**src/rtl/hazard_pkg.sv**
```systemverilog
// Shared types and constants for the vector-pipeline hazard controller.
package hazard_pkg;

  typedef enum logic [1:0] {
    IDLE = 2'd0,
    WAIT = 2'd1,
    ERR  = 2'd2
  } state_e;

  localparam logic [1:0] FWD_RF  = 2'b00;
  localparam logic [1:0] FWD_WB  = 2'b01;
  localparam logic [1:0] FWD_MEM = 2'b10;

endpackage

```
**src/rtl/hazard_controller_if.sv**
```systemverilog
// Pipeline-side bundle: register addresses and stage controls in, hazard controls out.
interface hazard_controller_if #(
  parameter int REG_W = 4,
  parameter int CNT_W = 16
);
  logic [REG_W-1:0] ra1D, ra2D, ra1E, ra2E;
  logic [REG_W-1:0] WA3E, WA3M, WA3W;
  logic             RegWriteM, RegWriteW, MemtoRegE;
  logic             MemReqM, MemAck;
  logic [1:0]       ForwardAE, ForwardBE;
  logic             EN1, EN2, CLR2, HoldM, MemErr;
  logic [CNT_W-1:0] StallCount;

  modport master (
    output ra1D, ra2D, ra1E, ra2E, WA3E, WA3M, WA3W,
           RegWriteM, RegWriteW, MemtoRegE, MemReqM, MemAck,
    input  ForwardAE, ForwardBE, EN1, EN2, CLR2, HoldM, MemErr, StallCount
  );

  modport slave (
    input  ra1D, ra2D, ra1E, ra2E, WA3E, WA3M, WA3W,
           RegWriteM, RegWriteW, MemtoRegE, MemReqM, MemAck,
    output ForwardAE, ForwardBE, EN1, EN2, CLR2, HoldM, MemErr, StallCount
  );
endinterface

```
**src/rtl/hazard_controller_mem_wait_fsm.sv**
```systemverilog
// Multi-cycle memory access sequencer with timeout and sticky error.
module mem_wait_fsm
  import hazard_pkg::*;
#(
  parameter int TIMEOUT = 255,
  parameter int TO_W    = 8
) (
  input  logic CLK,
  input  logic RST,
  input  logic MemReqM,
  input  logic MemAck,
  output logic MemWait,
  output logic MemErr
);

  state_e          state_q;
  logic [TO_W-1:0] to_cnt_q;
  logic            err_q;

  // Hold drops in the cycle the ack is seen, so the pipe advances on that edge.
  assign MemWait = ((state_q == IDLE) && MemReqM && !MemAck) ||
                   ((state_q == WAIT) && !MemAck);
  assign MemErr  = err_q;

  always_ff @(posedge CLK or negedge RST) begin
    if (!RST) begin
      state_q  <= IDLE;
      to_cnt_q <= '0;
      err_q    <= 1'b0;
    end else begin
      case (state_q)
        IDLE: begin
          if (MemReqM && !MemAck) begin
            state_q  <= WAIT;
            to_cnt_q <= TO_W'(1);
          end
        end
        WAIT: begin
          if (MemAck) begin
            state_q  <= IDLE;
            to_cnt_q <= '0;
          end else if (to_cnt_q == TO_W'(TIMEOUT)) begin
            state_q <= ERR;
            err_q   <= 1'b1;
          end else begin
            to_cnt_q <= to_cnt_q + TO_W'(1);
          end
        end
        ERR: begin
          state_q <= ERR;
          err_q   <= 1'b1;
        end
        default: begin
          state_q  <= IDLE;
          to_cnt_q <= '0;
        end
      endcase
    end
  end

endmodule

```
**src/rtl/hazard_controller.sv**
```systemverilog
// Hazard control for the 5-stage vector pipe: forwarding, load-use stall, memory hold, stall counter.
module hazard_controller
  import hazard_pkg::*;
#(
  parameter int REG_W   = 4,
  parameter int TIMEOUT = 255,
  parameter int TO_W    = 8,
  parameter int CNT_W   = 16
) (
  input  logic              CLK,
  input  logic              RST,
  hazard_controller_if.slave hz
);

  logic             mem_wait, mem_err, ld_stall;
  logic             en_d, clr_d, hold_d;
  logic [CNT_W-1:0] stall_cnt_q, stall_cnt_d;

  function automatic logic [1:0] fwd_sel(input logic [REG_W-1:0] ra);
    if (hz.RegWriteM && (hz.WA3M == ra))      return FWD_MEM;
    else if (hz.RegWriteW && (hz.WA3W == ra)) return FWD_WB;
    else                                      return FWD_RF;
  endfunction

  mem_wait_fsm #(
    .TIMEOUT (TIMEOUT),
    .TO_W    (TO_W)
  ) u_mem_wait_fsm (
    .CLK     (CLK),
    .RST     (RST),
    .MemReqM (hz.MemReqM),
    .MemAck  (hz.MemAck),
    .MemWait (mem_wait),
    .MemErr  (mem_err)
  );

  assign ld_stall = hz.MemtoRegE && ((hz.WA3E == hz.ra1D) || (hz.WA3E == hz.ra2D));

  // Freeze outranks bubble injection; a load-use stall resurfaces once the hold releases.
  always_comb begin
    en_d   = 1'b1;
    clr_d  = 1'b0;
    hold_d = 1'b0;
    if (!RST) begin
      en_d  = 1'b0;
      clr_d = 1'b1;
    end else if (mem_err || mem_wait) begin
      en_d   = 1'b0;
      hold_d = 1'b1;
    end else if (ld_stall) begin
      en_d  = 1'b0;
      clr_d = 1'b1;
    end
  end

  assign stall_cnt_d = (!en_d && (stall_cnt_q != {CNT_W{1'b1}})) ?
                       stall_cnt_q + CNT_W'(1) : stall_cnt_q;

  always_ff @(posedge CLK or negedge RST) begin
    if (!RST) stall_cnt_q <= '0;
    else      stall_cnt_q <= stall_cnt_d;
  end

  assign hz.ForwardAE  = RST ? fwd_sel(hz.ra1E) : FWD_RF;
  assign hz.ForwardBE  = RST ? fwd_sel(hz.ra2E) : FWD_RF;
  assign hz.EN1        = en_d;
  assign hz.EN2        = en_d;
  assign hz.CLR2       = clr_d;
  assign hz.HoldM      = hold_d;
  assign hz.MemErr     = mem_err;
  assign hz.StallCount = stall_cnt_q;

endmodule

```
**src/flat_wrapper.sv**
```systemverilog
// flat-port wrapper written by rule: the top's interface ports become plain ports
module hazard_controller_flat import hazard_pkg::*;
#(
  parameter int REG_W   = 4,
  parameter int TIMEOUT = 255,
  parameter int TO_W    = 8,
  parameter int CNT_W   = 16
)
  (CLK, RST, hz_ra1D, hz_ra2D, hz_ra1E, hz_ra2E, hz_WA3E, hz_WA3M, hz_WA3W, hz_RegWriteM, hz_RegWriteW, hz_MemtoRegE, hz_MemReqM, hz_MemAck, hz_ForwardAE, hz_ForwardBE, hz_EN1, hz_EN2, hz_CLR2, hz_HoldM, hz_MemErr, hz_StallCount);
  hazard_controller_if #(.REG_W(REG_W), .CNT_W(CNT_W)) hz_i ();
  input  logic CLK;
  input  logic RST;
  input wire logic [$bits(hz_i.ra1D)-1:0] hz_ra1D;
  input wire logic [$bits(hz_i.ra2D)-1:0] hz_ra2D;
  input wire logic [$bits(hz_i.ra1E)-1:0] hz_ra1E;
  input wire logic [$bits(hz_i.ra2E)-1:0] hz_ra2E;
  input wire logic [$bits(hz_i.WA3E)-1:0] hz_WA3E;
  input wire logic [$bits(hz_i.WA3M)-1:0] hz_WA3M;
  input wire logic [$bits(hz_i.WA3W)-1:0] hz_WA3W;
  input wire logic [$bits(hz_i.RegWriteM)-1:0] hz_RegWriteM;
  input wire logic [$bits(hz_i.RegWriteW)-1:0] hz_RegWriteW;
  input wire logic [$bits(hz_i.MemtoRegE)-1:0] hz_MemtoRegE;
  input wire logic [$bits(hz_i.MemReqM)-1:0] hz_MemReqM;
  input wire logic [$bits(hz_i.MemAck)-1:0] hz_MemAck;
  output wire logic [$bits(hz_i.ForwardAE)-1:0] hz_ForwardAE;
  output wire logic [$bits(hz_i.ForwardBE)-1:0] hz_ForwardBE;
  output wire logic [$bits(hz_i.EN1)-1:0] hz_EN1;
  output wire logic [$bits(hz_i.EN2)-1:0] hz_EN2;
  output wire logic [$bits(hz_i.CLR2)-1:0] hz_CLR2;
  output wire logic [$bits(hz_i.HoldM)-1:0] hz_HoldM;
  output wire logic [$bits(hz_i.MemErr)-1:0] hz_MemErr;
  output wire logic [$bits(hz_i.StallCount)-1:0] hz_StallCount;
  assign hz_i.ra1D = hz_ra1D;
  assign hz_i.ra2D = hz_ra2D;
  assign hz_i.ra1E = hz_ra1E;
  assign hz_i.ra2E = hz_ra2E;
  assign hz_i.WA3E = hz_WA3E;
  assign hz_i.WA3M = hz_WA3M;
  assign hz_i.WA3W = hz_WA3W;
  assign hz_i.RegWriteM = hz_RegWriteM;
  assign hz_i.RegWriteW = hz_RegWriteW;
  assign hz_i.MemtoRegE = hz_MemtoRegE;
  assign hz_i.MemReqM = hz_MemReqM;
  assign hz_i.MemAck = hz_MemAck;
  assign hz_ForwardAE = hz_i.ForwardAE;
  assign hz_ForwardBE = hz_i.ForwardBE;
  assign hz_EN1 = hz_i.EN1;
  assign hz_EN2 = hz_i.EN2;
  assign hz_CLR2 = hz_i.CLR2;
  assign hz_HoldM = hz_i.HoldM;
  assign hz_MemErr = hz_i.MemErr;
  assign hz_StallCount = hz_i.StallCount;
  hazard_controller #(.REG_W(REG_W), .TIMEOUT(TIMEOUT), .TO_W(TO_W), .CNT_W(CNT_W)) u_core (.CLK(CLK), .RST(RST), .hz(hz_i));
endmodule
```
**config.mk**
```make
export PLATFORM = sky130hd
export DESIGN_NAME = hazard_controller_flat
export DESIGN_NICKNAME = d
export VERILOG_FILES = /design/src/rtl/hazard_pkg.sv /design/src/rtl/hazard_controller_if.sv /design/src/rtl/hazard_controller_mem_wait_fsm.sv /design/src/rtl/hazard_controller.sv /design/src/flat_wrapper.sv
export SDC_FILE = /design/constraint.sdc
export NUM_CORES = 1
export LEC_CHECK = 0
export BUFFER_PORTS_ARGS = -buffer_cell sky130_fd_sc_hd__buf_4
export CORE_AREA = 2 2 67 69
export DETAILED_ROUTE_END_ITERATION = 10
export DIE_AREA = 0 0 69 71
export PLACE_DENSITY_LB_ADDON = 0.05
export SYNTH_ARGS = -nofsm -noshare
export SYNTH_HDL_FRONTEND = slang
export SYNTH_HIERARCHICAL = 1
export SYNTH_SLANG_ARGS = --single-unit
```
**constraint.sdc**
```tcl
create_clock -name CLK -period 5.85 [get_ports CLK]
set_clock_uncertainty 0.1 [all_clocks]
set_input_delay 0.585 -clock CLK [delete_from_list [all_inputs] [get_ports CLK]]
set_output_delay 0.585 -clock CLK [all_outputs]
set_load 0.03 [all_outputs]
```
==> qor.csv, run 1 <==
metric,value,unit
largest family of logic cells by synthesized area,compound AO/OA/AOI/OAI gates,
Overflow after GRT,0,
setup ws final,3.21,ns
Ports,60,
post-synthesis mux area share,3.57,%
startpoint types,primary input,
Setup crit start,hz_ra1D[2],
hold-fix buffer count after cts,0,
layout cells sized above 1,35.5,%
fin. max-slew vios,0,
outcome,completed,
syn avg cell area,10.1,um^2
vias in the first global route,1601,
Critical Path RT,5.16,ns
post-DR wirelength/cell,13.3,um
initial core utilization,44.2,%
worst-margin pin slew,0.398,ns
post-synthesis cell count,185,
Max clock buf depth,2,
Min Hold Slack,0.125,ns
Place WS,3.21,ns
fmax,379,MHz
"CP delay by family, top",buffers and inverters,
Post-Synth Adder-Cell Area,1.35,%
Tcrit/Tclk final,45.2,%
crit path capture type,output port,
Worst Setup Path Type,in2out,
Hold Fails Final Rpt,0,
Die Span Y,71,um
post-CTS sizing,0,
H-tree levels,1,
Final Non-Filler Cells,297,
Compound-Gate Fraction of Synth Area,19.9,%
RSZ-0062 raised after global routing,false,
Critical Path AT,1.96,ns
Crit Reg-Reg Startpoint,u_core/u_mem_wait_fsm/state_q[1],
largest net degree at the start of global routing,34,
placed insts,293,
fin util,56.9,%
total CTS buffers,3,
sequential area share after synthesis,36.3,%
first-pass GRT wire length,7050,um
initial antenna violation count,0,
maximum VDD drop,0.000236,V
setup TNS,0,ns
count of flip-flops with a built-in enable after synthesis,0,
hpwl dp,3040,um
total core area,0.00420,mm^2
Antenna diodes,0,
ys flop type,dfrtp_1,
clk_lat worst skew,0.27,ns
Worst-path clk slew,0.09,ns
Pre-antenna DRT Iters,4,
leakage,1.05,nW
die area,0.00490,mm^2
nets@finish,283,
CP max stage cell,nor4_1,
via/cell ratio,5.19,
DRC,0,
Synth Area in XOR/XNOR,17.0,%
worst hold path class,in2async,
Die X,69,um
Syn Nets,222,
crit path time final,2.64,ns
synth unique cells,50,
Clock Sinks,27,
post-synthesis simple-gate area fraction,19.2,%
final number of setup-violating endpoints,0,
slew margin rel.,73.5,%
CP max stage delay,0.37,ns
global placer's final weighted congestion,0.762,
initial DRC count,72,
vias after detailed routing,1541,
Seq cells post-synth,27,
fin area,0.00239,mm^2
Post-CTS Setup Inserts,0,
power per cell area,278,mW/mm^2
P&R area growth vs syn,28.7,%
CP Max Fanout,17,
Final ANT Viol Nets,0,
CP cell instances,buf_4 > xor2_1 > nor4_1 > o21ai_2 > buf_4 > o31ai_1 > buf_4,
Post-synth ARST share,100,%
row cnt,24,
"Warnings, synthesis",6,
CP Buf/Inv Count,3,
max_cap viols,0,
Tot Pwr,665,uW
cell area after synthesis,0.00186,mm^2
"most used cell, CP",buf_4,
CTS tree,yes,
layout filler cell count,395,
Placement Cell Area,0.00235,mm^2
Global Route Usage Sum,16.9,%
final wirelength,3960,um
clock root cell,clkbuf_8,
I/O Buffers,59,
==> final cells by class <==
class | count | area (um^2) | area share [%]
timing repair buffer | 61 | 458 | 19.1
clock buffer | 4 | 45.0 | 1.88
inverter | 4 | 15.0 | 0.627
multi-input combinational | 149 | 1130 | 47.4
tap | 52 | 65.1 | 2.72
sequential | 27 | 676 | 28.2
==> path summary, 6_finish.rpt <==
check	slack, ns	cells after the start	endpoint
setup / recovery	3.21	7	hz_CLR2
hold / removal	0.13	1	u_core/u_mem_wait_fsm/to_cnt_q[5]
setup reg to reg	3.73	6	u_core/hz.StallCount[14]
hold reg to reg	0.42	1	u_core/hz.StallCount[4]
max in group asynchronous	5.25	1	u_core/hz.StallCount[6]
min in group CLK	0.42	1	u_core/hz.StallCount[4]
==> power by group <==
group          internal [mW]  total [mW]  leakage (nW)  switching (mW)
clock                 0.0488       0.107        0.0228          0.0587
combinational          0.118       0.275         0.691           0.157
sequential             0.229       0.282         0.334          0.0531
total                  0.395       0.665          1.05           0.269
==> state kept, by name, indices dropped and copies added (netlist names) <==
name,cells
u_core/hz.StallCount,16
u_core/u_mem_wait_fsm/MemErr,1
u_core/u_mem_wait_fsm/state_q,2
u_core/u_mem_wait_fsm/to_cnt_q,8
==> Yosys cell counts (5+ instances only) <==
cell type | number | area (um^2)
dfrtp_1 | 27 | 676
xor2_1 | 27 | 236
nand2_1 | 21 | 78.8
nand3_1 | 9 | 45.0
xnor2_1 | 9 | 78.8
nor4_1 | 7 | 43.8
a211oi_2 | 6 | 75.1
and3_1 | 6 | 37.5
o21ai_0 | 5 | 25.0
==> per-layer routing <==
metal | vias to the layer above | GRT usage [%] | wire length (um)
met1 | 715 | 21.8 | 1790
met2 | 23 | 30.2 | 2020
li1 | 801 | - | -
met5 | - | 0 | 0
met4 | 0 | 2.18 | 13
met3 | 2 | 3.56 | 132
==> layout by cell type, fill, tap and decap left out, types with 2 or more instances in the layout <==
master,netlist,final
o22a_1,2,2
xor2_1,27,27
nor4_1,7,7
clkbuf_8,0,3
o21ai_2,3,3
mux2_2,3,3
nand3_1,9,9
ha_1,2,2
a211oi_2,6,6
mux2_1,2,2
a21oi_1,4,4
xnor2_1,9,9
o21a_1,2,2
o22ai_1,2,2
and2_1,4,4
nor2_1,3,3
and3_1,6,6
nand2_1,21,21
o21ai_0,5,5
dfrtp_1,27,27
buf_4,1,61
nand2b_1,2,2
inv_1,4,4
a211oi_1,4,4
a31oi_1,2,2
==> cells by family (layout without fill, tap and decap cells) <==
| group | count (synthesis) | in the layout |
|---|---|---|
| AND/OR/NAND/NOR | 63 | 63 |
| multiplexers | 6 | 6 |
| adder cells (fa/ha/maj) | 2 | 2 |
| buffers and inverters | 9 | 69 |
| flip-flops | 27 | 27 |
| XOR/XNOR | 36 | 36 |
| AO/OA/AOI/OAI | 42 | 42 |
No activity file was read; power rests on OpenSTA's default activity.
==> inputs of run 2 (changes only) <==
- clock period: 5.85 -> 2.3 ns (I/O delays scaled with it)
==> run 2 against run 1 <==
Compared with the run above: sequential cell count is the same; power grew to 2.5 times the previous value; hold slack gained 0.032 ns; register-to-register slack lost 3.6 ns; first-iteration DRC count shrank 14%; combinational power grew to 2.6 times the previous value; critical path depth shrank 1; clock-buffer cell count is the same; critical path type is now reg2reg; largest power group unchanged.
==> qor.csv, run 2 (same netlist as run 1, synthesis figures left out) <==
metric,value,unit,change
Global Route Usage Sum,17.7,%,was 16.9%
Critical Path RT,2.36,ns,was 5.16 ns
Setup crit start,u_core/u_mem_wait_fsm/state_q[1],,was hz_ra1D[2]
Overflow after GRT,0,,unchanged
H-tree levels,1,,unchanged
DRC,0,,unchanged
Worst Setup Path Type,reg2reg,,was in2out
Max clock buf depth,2,,unchanged
power per cell area,694,mW/mm^2,was 278 mW/mm^2
total CTS buffers,3,,unchanged
Min Hold Slack,0.158,ns,was 0.125 ns
post-DR wirelength/cell,13.9,um,was 13.3 um
total core area,0.00420,mm^2,unchanged
Worst-path clk slew,0.09,ns,about the same
vias in the first global route,1559,,was 1601
clk_lat worst skew,0.27,ns,about the same
placed insts,294,,was 293
Die X,69,um,unchanged
Clock Sinks,27,,unchanged
Antenna diodes,0,,unchanged
max_cap viols,0,,unchanged
via/cell ratio,5.20,,was 5.19
startpoint types,flop,,was primary input
I/O Buffers,59,,unchanged
FF-to-FF path depth,6,,unchanged
final wirelength,4190,um,was 3960 um
leakage,1.07,nW,was 1.05 nW
Ports,60,,unchanged
slew margin rel.,54.5,%,was 73.5%
maximum VDD drop,0.000481,V,was 0.000236 V
Final Non-Filler Cells,301,,was 297
crit path time final,2.12,ns,
row cnt,24,,unchanged
global placer's final weighted congestion,0.835,,was 0.762
fin area,0.00244,mm^2,was 0.00239 mm^2
Pre-antenna DRT Iters,4,,unchanged
die area,0.00490,mm^2,unchanged
Hold Fails Final Rpt,0,,unchanged
Largest register FFs,16,,unchanged
setup TNS,0,ns,unchanged
fin. max-slew vios,0,,unchanged
layout filler cell count,388,,was 395
"commonest non-fill, non-tap cell in the layout",buf_4,,unchanged
initial DRC count,62,,was 72
Tcrit/Tclk final,92.2,%,
Reg area,676,um^2,unchanged
vias after detailed routing,1566,,was 1541
outcome,completed,,unchanged
"commonest non-fill, non-tap cells in the layout","buf_4, xor2_1, dfrtp_1, nand2_1",,unchanged
hpwl dp,3200,um,was 3040 um
final number of setup-violating endpoints,0,,unchanged
RSZ-0062 raised after global routing,false,,unchanged
RR Endpoint,u_core/hz.StallCount[14],,unchanged
Placement Cell Area,0.00236,mm^2,was 0.00235 mm^2
critical path capture point,u_core/hz.StallCount[14],,was hz_CLR2
first-pass GRT wire length,7290,um,was 7050 um
area occupied by multi-input gates,0.00114,mm^2,was 0.00113 mm^2
Crit Reg-Reg Startpoint,u_core/u_mem_wait_fsm/state_q[1],,unchanged
clock root cell,clkbuf_8,,unchanged
largest net degree at the start of global routing,33,,was 34
Final ANT Viol Nets,0,,unchanged
worst hold path class,in2reg,,was in2async
crit path capture type,flop,,was output port
Critical Path AT,2.18,ns,was 1.96 ns
nets@finish,287,,was 283
initial core utilization,44.2,%,unchanged
fmax,471,MHz,
CP Max Fanout,12,,was 17
layout cells sized above 1,36.5,%,was 35.5%
Die Span Y,71,um,unchanged
worst-margin pin slew,0.683,ns,was 0.398 ns
P&R area growth vs syn,31.1,%,was 28.7%
initial antenna violation count,0,,unchanged
flop-to-flop setup slack,0.18,ns,was 3.73 ns
CTS tree,yes,,unchanged
[run 2: critical path: stages, from the launching register on]
cell and delay, ns:
dfrtp_1 0.45, nor2_4 0.23, o21a_1 0.25, nor3b_4 0.07, buf_4 0.19, a2111oi_4 0.36, mux2_1 0.35
[run 2: final cells by class]
class	instances	share of cell area, %
multi-input combinational	149	46.9
sequential	27	27.7
timing repair buffer	65	20.3
tap	52	2.67
clock buffer	4	1.85
inverter	4	0.616
[run 2: what timing repair did]
action / in CTS / in global routing
hold endpoints to repair: 27 / 0
endpoints found under the setup margin: 2 / 1
buffers inserted: 2 / 0
pin swaps: 1 / 0
hold buffers: 1 / 0
resized for setup: 0 / 1
[run 2: layer usage]
layer | GRT usage [%] | vias up | wire length (um) | share of wire (%)
li1 | - | 796 | - | -
met1 | 22.3 | 748 | 1920 | 46
met3 | 3.70 | 2 | 111 | 2.7
met4 | 2.18 | 0 | 8 | 0.19
met2 | 32.3 | 20 | 2140 | 51
met5 | 0 | - | 0 | 0
[run 2: how the worst min path moves through the flow]
stage	startpoint	end	slack, ns	depth (start not counted)
2_1_floorplan	RST	u_core/hz.StallCount[0]	-0.17	0
3_3_place_gp	RST	u_core/u_mem_wait_fsm/to_cnt_q[5]	0.21	2
3_5_place_dp	RST	u_core/u_mem_wait_fsm/to_cnt_q[3]	0.21	2
4_1_cts	hz_MemReqM	u_core/u_mem_wait_fsm/to_cnt_q[4]	0.15	4
5_1_grt	hz_MemReqM	u_core/u_mem_wait_fsm/to_cnt_q[4]	0.18	4
6_report	hz_MemReqM	u_core/u_mem_wait_fsm/to_cnt_q[4]	0.16	4
[run 2: metrics by stage]
| stage | power [mW] | worst slack (ns) | util [%] |
|---|---|---|---|
| final | 1.69 | 0.179 | 58.0 |
| after global routing | 1.82 | 0.0387 | 58.0 |
| after CTS | 1.72 | 0.0589 | 57.9 |
| after detailed placement | 1.44 | 0.0813 | 56.2 |
| after global placement | 1.43 | 0.126 | 56.2 |
| after floorplan | 1.15 | 0.0906 | - |
[run 2: where the power goes]
part / switching [mW] / internal [mW] / total, mW
combinational: 0.404 / 0.304 / 0.708
sequential: 0.132 / 0.583 / 0.714
clock: 0.146 / 0.124 / 0.270
==> inputs of run 3 (changes only) <==
- CORE_AREA: 2 2 67 69 -> 2 2 92 94
- DIE_AREA: 0 0 69 71 -> 0 0 94 96
==> run 3 against run 2 <==
Compared with the run above: global-route usage shrank 6.3 points; utilization shrank 27 points; sequential share of layout area shrank 0.71 points; die area grew 84%.
==> qor.csv, run 3 (same netlist as run 1, synthesis figures left out) <==
metric,value,unit,change
worst-margin pin slew,0.645,ns,was 0.683 ns
CP Max Fanout,8,,was 12
DRC,0,,unchanged
Largest register FFs,16,,unchanged
Tcrit/Tclk final,91.8,%,was 92.2%
I/O Buffers,59,,unchanged
Die X,94,um,was 69 um
clock root cell,clkbuf_8,,unchanged
fin. max-slew vios,0,,unchanged
Critical Path AT,2.18,ns,about the same
worst hold path class,in2reg,,unchanged
area occupied by multi-input gates,0.00114,mm^2,unchanged
crit path capture type,flop,,unchanged
Max clock buf depth,2,,unchanged
maximum VDD drop,0.000381,V,was 0.000481 V
row cnt,33,,was 24
CTS tree,yes,,unchanged
layout filler cell count,850,,was 388
via/cell ratio,4.53,,was 5.20
H-tree levels,1,,unchanged
die area,0.00902,mm^2,was 0.00490 mm^2
initial core utilization,23.1,%,was 44.2%
Critical Path RT,2.36,ns,about the same
slew margin rel.,57.0,%,was 54.5%
nets@finish,287,,unchanged
Pre-antenna DRT Iters,4,,unchanged
"commonest non-fill, non-tap cells in the layout","buf_4, xor2_1, dfrtp_1, nand2_1",,unchanged
clk_lat worst skew,0.27,ns,about the same
Clock Sinks,27,,unchanged
startpoint types,flop,,unchanged
Worst Setup Path Type,reg2reg,,unchanged
total CTS buffers,3,,unchanged
initial DRC count,39,,was 62
total core area,0.00805,mm^2,was 0.00420 mm^2
post-DR wirelength/cell,13.7,um,was 13.9 um
"commonest non-fill, non-tap cell in the layout",buf_4,,unchanged
RSZ-0062 raised after global routing,false,,unchanged
vias after detailed routing,1604,,was 1566
Hold Fails Final Rpt,0,,unchanged
final wirelength,4840,um,was 4190 um
P&R area growth vs syn,34.5,%,was 31.1%
vias in the first global route,1628,,was 1559
Reg area,676,um^2,unchanged
setup ws final,0.190,ns,was 0.179 ns
Final ANT Viol Nets,0,,unchanged
setup TNS,0,ns,unchanged
Overflow after GRT,0,,unchanged
fmax,474,MHz,was 471 MHz
crit path time final,2.11,ns,was 2.12 ns
Ports,60,,unchanged
Global Route Usage Sum,11.4,%,was 17.7%
max_cap viols,0,,unchanged
Tot Pwr,1.71,mW,was 1.69 mW
leakage,1.07,nW,about the same
initial antenna violation count,0,,unchanged
Antenna diodes,0,,unchanged
first-pass GRT wire length,8060,um,was 7290 um
Die Span Y,96,um,was 71 um
Place WS,0.0350,ns,was 0.0813 ns
outcome,completed,,unchanged
hpwl dp,3670,um,was 3200 um
final number of setup-violating endpoints,0,,unchanged
Worst-path clk slew,0.10,ns,was 0.09 ns
power per cell area,684,mW/mm^2,was 694 mW/mm^2
largest net degree at the start of global routing,32,,was 33
global placer's final weighted congestion,0.745,,was 0.835
layout cells sized above 1,36.9,%,was 36.5%
==> run 3: what timing repair did <==
action / 4_1_cts / 5_1_grt
setup buffers: 2 / 0
endpoints found under the setup margin: 2 / 0
resized for setup: 0 / 0
hold buffers: 1 / 0
endpoints found under the hold margin: 27 / 0
==> run 3: through the flow <==
stage               cell area, um^2  instances  hold slack (ns)  utilization (%)
finish                         2500        354            0.185             31.1
detailed placement             2430        347            0.230             30.2
floorplan                      1870        185           -0.166                -
global placement               2430        347            0.237             30.2
CTS                            2500        354            0.162             31.1
global route                   2500        354            0.191             31.1
==> run 3: path summary, 6_finish.rpt <==
check,startpoint,to,slack (ns),cells past startpoint
max reg2reg,u_core/u_mem_wait_fsm/state_q[1],u_core/hz.StallCount[14],0.19,6
min,hz_MemReqM,u_core/u_mem_wait_fsm/to_cnt_q[4],0.18,4
max in group asynchronous,RST,u_core/hz.StallCount[8],1.35,3
max,u_core/u_mem_wait_fsm/state_q[1],u_core/hz.StallCount[14],0.19,6
min reg2reg,u_core/hz.StallCount[9],u_core/hz.StallCount[9],0.41,1
min in group asynchronous,RST,u_core/hz.StallCount[13],0.44,3
==> run 3: layer usage <==
metal	vias up	share of wire [%]	GRT usage (%)
li1	805	-	-
met1	760	46	15.0
met2	37	49	19.2
met3	2	4.9	2.51
met4	0	0.68	2.54
met5	-	0	0
==> run 3: worst max-delay path, cell delays in order, from the launching register on <==
cell and delay, ns:
dfrtp_1 0.45, nor2_4 0.23, o21a_1 0.26, nor3b_4 0.08, buf_4 0.19, a2111oi_4 0.36
mux2_1 0.35
==> run 3: area by class of cell <==
class | count | area share (%)
Inverter | 4 | 0.600
Multi-Input combinational cell | 149 | 45.7
Clock buffer | 3 | 1.65
Sequential cell | 27 | 27.0
Timing Repair Buffer | 65 | 19.6
Clock inverter | 1 | 0.200
Tap cell | 105 | 5.25
==> run 3: power by group <==
group / total, mW / switching (mW) / internal, mW / leakage, nW
Clock: 0.279 / 0.157 / 0.122 / 0.0255
Sequential: 0.724 / 0.142 / 0.582 / 0.334
Combinational: 0.709 / 0.406 / 0.303 / 0.715
